$ cat src/rtl/snake_step_sequencer_pkg.sv
// Shared encodings and defaults for the snake step sequencer: master states, directions,
// sequencer states and timing constants.
package snake_step_sequencer_pkg;

  typedef enum logic [1:0] {
    M_IDLE = 2'd0,
    M_PLAY = 2'd1,
    M_WIN  = 2'd2,
    M_LOSE = 2'd3
  } m_state_t;

  typedef enum logic [1:0] {
    DIR_UP    = 2'd0,
    DIR_DOWN  = 2'd1,
    DIR_LEFT  = 2'd2,
    DIR_RIGHT = 2'd3
  } dir_t;

  typedef enum logic [2:0] {
    S_IDLE,
    S_WAIT_TICK,
    S_STEP,
    S_EVAL,
    S_NEW_TGT,
    S_HALT
  } seq_state_t;

  localparam int DEF_BASE_PERIOD = 10_000_000;
  localparam int DEF_MIN_PERIOD  = 2_500_000;
  localparam int DEF_SPEED_STEP  = 500_000;
  localparam int DEF_MAX_LEN     = 32;
  localparam int DEF_ACK_TIMEOUT = 1024;
  localparam int DEF_PERIOD_W    = 24;

  function automatic logic [1:0] reverse_dir(input logic [1:0] d);
    case (d)
      DIR_UP:   return DIR_DOWN;
      DIR_DOWN: return DIR_UP;
      DIR_LEFT: return DIR_RIGHT;
      default:  return DIR_LEFT;
    endcase
  endfunction

endpackage

$ cat src/rtl/snake_step_sequencer_step_timer.sv
// Step pacing timer: period register with clamped speed-up and an up counter whose
// expiry strobe marks the last cycle of a step interval.
module snake_step_sequencer_step_timer #(
  parameter int BASE_PERIOD = 10_000_000,
  parameter int MIN_PERIOD  = 2_500_000,
  parameter int SPEED_STEP  = 500_000,
  parameter int PERIOD_W    = 24
) (
  input  logic clk,
  input  logic rst_n,
  input  logic run,
  input  logic load,
  input  logic dec,
  output logic expire
);

  logic [PERIOD_W-1:0] period;
  logic [PERIOD_W-1:0] count;

  function automatic logic [PERIOD_W-1:0] clamp_sub(input logic [PERIOD_W-1:0] p);
    if (p >= PERIOD_W'(MIN_PERIOD + SPEED_STEP))
      return p - PERIOD_W'(SPEED_STEP);
    return PERIOD_W'(MIN_PERIOD);
  endfunction

  assign expire = (count == period - PERIOD_W'(1));

  // Counter sits at zero whenever it is not actively timing an interval.
  always_ff @(posedge clk or negedge rst_n) begin
    if (!rst_n) begin
      period <= PERIOD_W'(BASE_PERIOD);
      count  <= '0;
    end else begin
      if (load)
        period <= PERIOD_W'(BASE_PERIOD);
      else if (dec)
        period <= clamp_sub(period);
      if (run && !expire)
        count <= count + PERIOD_W'(1);
      else
        count <= '0;
    end
  end

endmodule

$ cat src/rtl/snake_step_sequencer.sv
// Snake step sequencer: paces movement steps, filters the requested direction, evaluates
// step results and drives target regeneration, growth and scoring.
module snake_step_sequencer
  import snake_step_sequencer_pkg::*;
#(
  parameter int BASE_PERIOD = DEF_BASE_PERIOD,
  parameter int MIN_PERIOD  = DEF_MIN_PERIOD,
  parameter int SPEED_STEP  = DEF_SPEED_STEP,
  parameter int MAX_LEN     = DEF_MAX_LEN,
  parameter int ACK_TIMEOUT = DEF_ACK_TIMEOUT,
  parameter int PERIOD_W    = DEF_PERIOD_W
) (
  input  logic       clk,
  input  logic       rst_n,
  input  logic [1:0] m_state,
  input  logic [1:0] dir_in,
  output logic       step_req,
  input  logic       step_ack,
  input  logic       reached,
  input  logic       hit,
  output logic [1:0] dir_out,
  output logic       grow,
  output logic       tgt_req,
  input  logic       tgt_ack,
  output logic       score_inc,
  output logic       hit_out,
  output logic [5:0] len,
  output logic       fault
);

  localparam int TO_W = $clog2(ACK_TIMEOUT + 1);
  localparam logic [TO_W-1:0] TO_LAST = TO_W'(ACK_TIMEOUT - 1);

  seq_state_t      state, state_d;
  logic            step_req_d, tgt_req_d, grow_d, score_inc_d, hit_out_d, fault_d;
  logic [1:0]      dir_d;
  logic [5:0]      len_d;
  logic [TO_W-1:0] to_cnt, to_cnt_d;
  logic            reached_p0, hit_p0, reached_d, hit_d;
  logic            tick_exp, tmr_run, tmr_load, tmr_dec, reinit, play;

  function automatic logic [5:0] len_sat_inc(input logic [5:0] l);
    return (l >= 6'(MAX_LEN)) ? 6'(MAX_LEN) : l + 6'd1;
  endfunction

  assign play    = (m_state == M_PLAY);
  assign tmr_run = (state == S_WAIT_TICK) && play;

  snake_step_sequencer_step_timer #(
    .BASE_PERIOD (BASE_PERIOD),
    .MIN_PERIOD  (MIN_PERIOD),
    .SPEED_STEP  (SPEED_STEP),
    .PERIOD_W    (PERIOD_W)
  ) u_timer (
    .clk    (clk),
    .rst_n  (rst_n),
    .run    (tmr_run),
    .load   (tmr_load),
    .dec    (tmr_dec),
    .expire (tick_exp)
  );

  always_comb begin
    state_d     = state;
    step_req_d  = step_req;
    tgt_req_d   = tgt_req;
    grow_d      = 1'b0;
    score_inc_d = 1'b0;
    hit_out_d   = hit_out;
    fault_d     = fault;
    dir_d       = dir_out;
    len_d       = len;
    to_cnt_d    = '0;
    reached_d   = reached_p0;
    hit_d       = hit_p0;
    tmr_dec     = 1'b0;
    reinit      = 1'b0;
    case (state)
      S_IDLE: begin
        if (play)
          state_d = S_WAIT_TICK;
        else if (m_state == M_IDLE)
          reinit = 1'b1;
      end
      S_WAIT_TICK: begin
        if (!play) begin
          state_d = S_IDLE;
          reinit  = (m_state == M_IDLE);
        end else if (tick_exp) begin
          state_d    = S_STEP;
          step_req_d = 1'b1;
          // A one-segment snake has no body to reverse into.
          if (!((dir_in == reverse_dir(dir_out)) && (len > 6'd1)))
            dir_d = dir_in;
        end
      end
      S_STEP: begin
        if (step_ack) begin
          step_req_d = 1'b0;
          reached_d  = reached;
          hit_d      = hit;
          state_d    = S_EVAL;
        end else if (to_cnt == TO_LAST) begin
          step_req_d = 1'b0;
          fault_d    = 1'b1;
          state_d    = S_HALT;
        end else begin
          to_cnt_d = to_cnt + TO_W'(1);
        end
      end
      S_EVAL: begin
        if (hit_p0) begin
          hit_out_d = 1'b1;
          state_d   = S_HALT;
        end else if (reached_p0) begin
          grow_d      = 1'b1;
          score_inc_d = 1'b1;
          len_d       = len_sat_inc(len);
          tmr_dec     = 1'b1;
          tgt_req_d   = 1'b1;
          state_d     = S_NEW_TGT;
        end else begin
          state_d = play ? S_WAIT_TICK : S_IDLE;
        end
      end
      S_NEW_TGT: begin
        if (tgt_ack) begin
          tgt_req_d = 1'b0;
          state_d   = play ? S_WAIT_TICK : S_IDLE;
        end else if (to_cnt == TO_LAST) begin
          tgt_req_d = 1'b0;
          fault_d   = 1'b1;
          state_d   = S_HALT;
        end else begin
          to_cnt_d = to_cnt + TO_W'(1);
        end
      end
      S_HALT: begin
        if (m_state == M_IDLE) begin
          state_d   = S_IDLE;
          reinit    = 1'b1;
          hit_out_d = 1'b0;
          fault_d   = 1'b0;
        end
      end
      default: state_d = S_IDLE;
    endcase
    tmr_load = reinit;
    if (reinit) begin
      len_d = 6'd1;
      dir_d = DIR_RIGHT;
    end
  end

  always_ff @(posedge clk or negedge rst_n) begin
    if (!rst_n) begin
      state      <= S_IDLE;
      step_req   <= 1'b0;
      tgt_req    <= 1'b0;
      grow       <= 1'b0;
      score_inc  <= 1'b0;
      hit_out    <= 1'b0;
      fault      <= 1'b0;
      dir_out    <= DIR_RIGHT;
      len        <= 6'd1;
      to_cnt     <= '0;
      reached_p0 <= 1'b0;
      hit_p0     <= 1'b0;
    end else begin
      state      <= state_d;
      step_req   <= step_req_d;
      tgt_req    <= tgt_req_d;
      grow       <= grow_d;
      score_inc  <= score_inc_d;
      hit_out    <= hit_out_d;
      fault      <= fault_d;
      dir_out    <= dir_d;
      len        <= len_d;
      to_cnt     <= to_cnt_d;
      reached_p0 <= reached_d;
      hit_p0     <= hit_d;
    end
  end

endmodule

$ cat config.mk
export PLATFORM = sky130hd
export DESIGN_NAME = snake_step_sequencer
export DESIGN_NICKNAME = d
export VERILOG_FILES = /design/src/rtl/snake_step_sequencer_pkg.sv /design/src/rtl/snake_step_sequencer_step_timer.sv /design/src/rtl/snake_step_sequencer.sv
export SDC_FILE = /design/constraint.sdc
export NUM_CORES = 1
export LEC_CHECK = 0
export CAP_MARGIN = 30
export CORE_MARGIN = 4
export CORE_UTILIZATION = 45
export DETAILED_ROUTE_END_ITERATION = 6
export GPL_TIMING_DRIVEN = 0
export SLEW_MARGIN = 40
export SYNTH_ARGS = -nofsm -noshare
export SYNTH_HDL_FRONTEND = slang
export SYNTH_SLANG_ARGS = --single-unit
$ cat constraint.sdc
create_clock -name clk -period 7.8 [get_ports clk]
set_input_delay 1.56 -clock clk [delete_from_list [all_inputs] [get_ports clk]]
set_output_delay 1.56 -clock clk [all_outputs]
set_load 0.02 [all_outputs]
Yosys cells after proc, flatten, opt, wreduce, memory -nomap -nowiden:

Index checks and enable logic that the tools add are counted.
Widths: inputs -> output; s select.

* input bits: 10
* output and inout bits: 14
* register bits after elaboration: 77

* mux-type cells: 60
* magnitude comparators: 3
* $add $sub $neg: 5
* reductions and logical operators: 25
* eq/ne operators: 25

Operators by type and width (number)
* $mux 24: 5
* $mux 11: 3
* $mux 6: 5
* $mux 3: 9
* $add 24x1->24 const B: 1
* $eq 24x24->1: 1
* $ge 24x22->1 const B: 1
* $sub 24x1->24 const B: 1
* $sub 24x19->24 const B: 1
* $mux 1: 22
* $pmux 11 s2: 1
* $ne 2x2->1 const B: 9
* $pmux 3 s6: 1
* $reduce_bool 2->1: 9
* $mux 2: 8
* $reduce_and 4->1: 4
* $add 11x1->11 const B: 1
* $eq 11x10->1 const B: 1
* $reduce_and 3->1: 3
* $add 6x1->6 const B: 1
* $eq 3x2->1 const B: 2
* $eq 3x3->1 const B: 2
* $ge 6x6->1 const B: 1
* $gt 6x1->1 const B: 1
* other kinds (16): 25

Logic depth before layout (Yosys ltp):

Gate-level depths: netlist of the first run.

* word-level depth: 12
* mapped depth: 12
* gate-level depth less buffers: 9

Modules after synthesis:

From an unflattened synthesis of the first run, not the netlist that was laid out.

* cell total of the unflattened synthesis: 542
* area, all modules: 4838.4 um2

By module, submodules not included
* snake_step_sequencer_step_timer: instances 1, sequential area each 1086.0 um2, cells each 372, area an instance 3253.1 um2
* snake_step_sequencer: instances 1, sequential area each 729.4 um2, cells each 170, area an instance 1585.3 um2

Worst setup path after synthesis of the first run:

OpenSTA, ideal clock, no wires.

* path type: input to register
* start: input port m_state[1]
* end: register u_timer.count[4]
* slack: 4.897 ns
* arrival time: 2.815 ns
* stages: 5
* required time: 7.712 ns
* path buffers: 2
* path through: nand2b_1 -> or4b_1 -> clkbuf_1 -> clkbuf_1 -> nor3_1

* longest elaborated chain between the ends: 4

Ends and longest elaborated chain
* start: declaration: RTL line snake_step_sequencer.sv:15 `input logic [1:0] m_state,`
* $eq 2x1->1: RTL line snake_step_sequencer.sv:46 `assign play = (m_state == M_PLAY);`
* $logic_and 1x1->1: RTL line snake_step_sequencer.sv:47 `assign tmr_run = (state == S_WAIT_TICK) && play;`
* $logic_and 1x1->1: RTL line snake_step_sequencer_step_timer.sv:38 `if (run && !expire)`
* $mux 24: RTL line snake_step_sequencer_step_timer.sv:38
* end signal: assignment: RTL line snake_step_sequencer_step_timer.sv:39 `count <= count + PERIOD_W'(1);`
* end: declaration: RTL line snake_step_sequencer_step_timer.sv:18 `logic [PERIOD_W-1:0] count;`

Every way passes these cells.
A chain may end at the register's enable or synchronous reset.

Final worst setup path of the first run:

Ends and elaborated chain as after synthesis.

==> impl_metrics.toml, run 1 <==
[timing]
drv_slew = 0
tns_ps = 0
fin_skew_ps = 5.74
rsz0062_at_grt = "false"
finalSetupViolCount = 0
tightest_slew_ps = 733
fmax_mhz = 296
fin_crit_sh_pct = 43.3
fin_crit_ps = 3380
worst_slack_ps = 4420
slew_headroom_pct = 50.7
finalHoldViolCount = 0

[setup_path]
critical_path_arrival_ps = 3650
path_class = "primary input to flip-flop"
crit_path_max_fanout = 10
setup.worst_path.start_class = "primary input"
required_ps = 8070
endpoint_kind = "flip-flop"

[cts]
hold_buffers = 0
cts_buffers = 9
cts_setup_buffers = 0
clock-sinks = 72
cts_resized = 0
cts.clk_slew.worst_paths_ps = 70
cts-root-buf = "clkbuf_8"
clockBufferDepth = 2
h-tree-depth = 3
cts_tree = "done"
clkLatencyLatePin_ps = 350

[logic_synthesis]
synth-xor-area-share_pct = 9.95
synth_compound_area_share_pct = 14.5
synth-edff-count = 0
syn_nets = 521
synth_flop_cell = "dfrtp_1"
synth_top_family_by_area = "simple AND/OR/NAND/NOR gates"
synth_cell_types = 70
yosys-top-cells-count = "dfrtp_1, nor2_1, nand2_1"
synth_top_area_cell = "dfrtp_1"
ys_seq_area_share_pct = 39.7
netlist_top_cells_area = "dfrtp_1, dfstp_2, xnor2_1, xor2_1, nor2_1"
yosys.area_share.adder_pct = 2.19
ys_ff_latch = 72
synth_mux_area_share_pct = 1.61
synth_simple_gate_area_share_pct = 27.1
synth_cells = 503
yosysWarnings = 0
yosysTopAreaCellShare_pct = 33.4
yosysMostFrequentCell = "dfrtp_1"
syn-cell-area_mm2 = 0.00458
syn_area_per_cell_um2 = 9.10
synth_async_sr_flop_share_pct = 100

[cells_and_area]
utilization_pct = 52.9
final_net_count = 556
num_antenna_cells = 0
fin_area_mm2 = 0.00519
drive_gt1_share_pct = 13.1
area_growth_pct = 13.4
fill_cells = 957

[pwr]
p_leak_nw = 2.03
irDropWorstVdd_v = 0.0000761
power.total_uw = 756
power.density_mw_per_mm2 = 146

[routing]
first_pass_iters = 5
drt_iter0_drc = 180
drt_drc_violations_left = 0
drtAntennaViolNets = 0
vias = 3777
wire_per_inst_um = 16.1
totalWireLength_mm = 10.9
viasPerCell = 5.59

[global_routing]
grt_pass1_vias = 3714
grt_util_all_layers_pct = 19.8
grt_max_degree = 48
antenna_found_initial = 0
grt_overflow = 0
grt_pass1_wl_mm = 18.5

[floorplan]
core_area_mm2 = 0.00982
ios = 24
design.die.area_mm2 = 0.0118
initial_core_util_pct = 46.6
die_h_um = 109
rows = 36
die_w_um = 109

[placement]
pre_cts_slack_ps = 4100
place_area_mm2 = 0.00501
gp_congestion = 0.860
numPortBuffers = 23
hpwl_mm = 7.91

[job]
drv_cap = 0

[run_status]
status = "completed"

[worst_hold_path]
holdCritPathClass = "flip-flop to flip-flop"
-- metrics by stage --
stage / hold slack, ps / instances
detailed placement: 460 / 660
CTS: 482 / 676
global route: 512 / 676
floorplan: 455 / 503
finish: 475 / 676
global placement: 456 / 659
-- per-layer routing --
layer	vias to the layer above	GRT usage (%)	part of all wire, %
li1	1874	-	-
met1	1833	26.8	48
met2	60	32.1	48
met3	10	4.14	3.3
met4	0	5.86	1.2
met5	-	0	0
-- area by class of cell --
type | count | area (um^2) | share of cell area [%]
clock buffer | 10 | 138 | 2.65
inverter | 12 | 45.0 | 0.868
buffer | 34 | 183 | 3.52
tap | 133 | 166 | 3.21
clock inverter | 6 | 35.0 | 0.675
sequential | 72 | 1820 | 35.0
timing repair buffer | 24 | 259 | 4.99
multi-input combinational | 385 | 2550 | 49.1
-- sequential cells by signal, indices dropped and copies added, names as in the netlist, 2 cells and up --
| register | flops |
|---|---|
| len | 6 |
| u_timer.count | 24 |
| dir_out | 2 |
| u_timer.period | 19 |
| to_cnt | 11 |
| state | 3 |
-- cells in the final DEF (no fill, tap or decap), types with 5 or more instances in the layout --
cell,synthesis,routed
and3_1,10,10
ha_1,8,8
dfstp_2,11,11
xnor2_1,27,27
clkbuf_1,28,28
clkdlybuf4s50_1,0,22
o21ai_0,13,13
xor2_1,25,25
nand4_1,11,11
dfrtp_1,61,61
inv_1,8,8
nor3_2,19,19
nand2_1,36,36
nor3_1,15,15
a21oi_1,24,24
clkbuf_8,0,10
nor4_1,11,10
nand3_1,25,25
nor2_1,54,54
a31oi_1,11,11
o21a_1,5,5
o21ai_1,8,8
nand2b_1,5,5
-- report_power, final --
group	total, mW	switching [mW]	internal, mW
Sequential	0.384	0.00295	0.381
Combinational	0.107	0.0706	0.0366
Clock	0.265	0.144	0.122
-- path summary, 6_finish.rpt --
path | startpoint | endpoint | slack, ps | cells after the start
min reg2reg | step_req | step_req | 470 | 2
min in group asynchronous | rst_n | u_timer.count[7] | 1060 | 1
max in group asynchronous | rst_n | len[0] | 6140 | 2
min | step_req | step_req | 470 | 2
max reg2reg | u_timer.period[5] | u_timer.count[0] | 4490 | 12
max | m_state[1] | u_timer.count[4] | 4420 | 6
-- cells by family (layout without fill, tap and decap cells) --
family          count (synthesis)  after routing
fa+ha+maj                       8              8
compound gates                100            100
flops                          72             72
buf+inv                        46             86
simple gates                  218            218
xor+xnor                       52             52
mux                             7              7
-- worst max-delay path: stages --
cell             delay, ps
clkdlybuf4s50_1        520
nand2b_1               250
or4b_1                 470
clkbuf_1               230
clkbuf_1               360
nor3_1                 260
No activity file was read; power rests on OpenSTA's default activity.
==> inputs of run 2 (changes only) <==
- clock period: 7.8 -> 3.5 ns (I/O delays scaled with it)
==> impl_metrics.toml, run 2 (synthesized netlist as in run 1, its figures left out) <==
[cts]
clock-sinks = 72
cts-root-buf = "clkbuf_8"
clkLatencyLatePin_ps = 350
cts_tree = "done"
cts_buffers = 9
h-tree-depth = 3
cts.clk_slew.worst_paths_ps = 70
clockBufferDepth = 2
cts_setup_buffers = 0

[setup_path]
reg2reg_to = "u_timer.count[0]"
required_ps = 3700
critical_path_arrival_ps = 3290
path_class = "flip-flop to flip-flop"
setup.worst_path.start_class = "flip-flop"
cpPeakStageDelay_ps = 390
endpoint_kind = "flip-flop"
cp_cell_sequence = "clkbuf_1 -> inv_1 -> ha_1 -> nor3b_4 -> nand4_1 -> o31ai_1 -> nand3_1 -> nor4_2 -> and2_4 -> buf_8 -> buf_12 -> nor3_1"
r2r_cells = 12
crit_path_max_fanout = 10
timing.reg2reg.setup_slack_ps = 420
slowest_stage = "nor4_2"
r2r_start = "u_timer.period[5]"

[floorplan]
die_w_um = 109
core_area_mm2 = 0.00982
die_h_um = 109
rows = 36
ios = 24
design.die.area_mm2 = 0.0118
initial_core_util_pct = 46.6

[cells_and_area]
fin_area_mm2 = 0.00520
num_antenna_cells = 0
layout.cells.non_filler = 676
largest_register_ffs = 24
utilization_pct = 53.0
area_growth_pct = 13.7
final_cell_mix = "dfrtp_1, nor2_1, nand2_1"
fill_cells = 954
regMostFlops = "u_timer.count"
regArea_mm2 = 0.00182
multi_input_area_mm2 = 0.00256
drive_gt1_share_pct = 13.3
layout_commonest_cell = "dfrtp_1"
final_net_count = 556
reg_top3 = "u_timer.count x24, u_timer.period x19, to_cnt x11"

[timing]
slew_headroom_pct = 50.7
rsz0062_at_grt = "false"
hold_slack_ps = 210
fin_crit_sh_pct = 88.1
drv_slew = 0
fmax_mhz = 324
fin_skew_ps = 6.29
fin_crit_ps = 3080
finalSetupViolCount = 0
finalHoldViolCount = 0
tightest_slew_ps = 733

[routing]
totalWireLength_mm = 10.9
drt_drc_violations_left = 0
vias = 3783
first_pass_iters = 5
wire_per_inst_um = 16.1
viasPerCell = 5.60
drtAntennaViolNets = 0
drt_iter0_drc = 193

[global_routing]
grt_util_all_layers_pct = 19.8
grt_overflow = 0
grt_pass1_vias = 3714
grt_max_degree = 48
grt_pass1_wl_mm = 18.5
antenna_found_initial = 0

[pwr]
internal_power_mw = 1.20
clkPwrFrac_pct = 35.1
switching_power_uw = 485
irDropWorstVdd_v = 0.000171
combPwrFrac_pct = 14.2
seq_power_share_pct = 50.7
p_leak_nw = 2.03
swShare_pct = 28.7
power.density_mw_per_mm2 = 324

[placement]
place_area_mm2 = 0.00501
gp_congestion = 0.860
dp.cells = 660
hpwl_mm = 7.91
numPortBuffers = 23

[job]
drv_cap = 0

[run_status]
status = "completed"

[worst_hold_path]
holdCritPathClass = "primary input to asynchronous set/reset pin"
run 2: cell counts in the layout (fill, tap and decap cells not counted):
No cell type changed its count.
run 2: through the flow:
step                total power, mW  setup WS, ps  setup TNS (ps)
global placement               1.10          -893          -54200
global route                   1.77           102               0
floorplan                      1.03           844               0
detailed placement             1.11           211               0
CTS                            1.70           201               0
finish                         1.69           415               0
run 2: layout make-up:
class                           count  area share (%)
Multi-Input combinational cell    385            49.2
Sequential cell                    72            34.9
Timing Repair Buffer               24            4.98
Buffer                             34            3.51
Tap cell                          133            3.20
Clock buffer                       10            2.65
Inverter                           12           0.866
Clock inverter                      6           0.673
run 2: layer usage:
metal  share of wire, %  track usage, %  vias to the layer above
met5                  0               0                        -
met4               0.58            5.86                        0
met3                4.2            4.14                        6
met2                 48            32.1                       66
met1                 47            26.8                     1837
li1                   -               -                     1874
run 2: worst max path at each step:
| stage | start | end | depth (start not counted) |
|---|---|---|---|
| 6_report | u_timer.period[5] | u_timer.count[0] | 12 |
| 5_1_grt | u_timer.period[5] | u_timer.count[0] | 12 |
| 3_3_place_gp | rst_n | len[2] | 1 |
| 2_1_floorplan | u_timer.period[5] | u_timer.count[0] | 12 |
| 3_5_place_dp | u_timer.period[5] | u_timer.count[8] | 12 |
| 4_1_cts | u_timer.period[5] | u_timer.count[0] | 12 |
run 2: power groups by stage:
stage	combinational (mW)	sequential [mW]	clock (mW)
2_1_floorplan	0.160	0.869	0
3_3_place_gp	0.230	0.870	0
3_5_place_dp	0.237	0.871	0
4_1_cts	0.239	0.855	0.610
5_1_grt	0.269	0.856	0.646
6_report	0.240	0.855	0.591
run 2: repair_timing:
action                                  CTS  global route
resized for setup                         0             2
endpoints found under the setup margin    0            21
hold buffers                              0             0
run 2: worst max-delay path, delay by kind of cell (launching register included):
kind                       cells  cell delay, ps
AOI/OAI and AO/OA              1             280
buffers and inverters          4             600
adders and majority gates      1             260
and+or+nand+nor                6            1440
DFF                            1             360
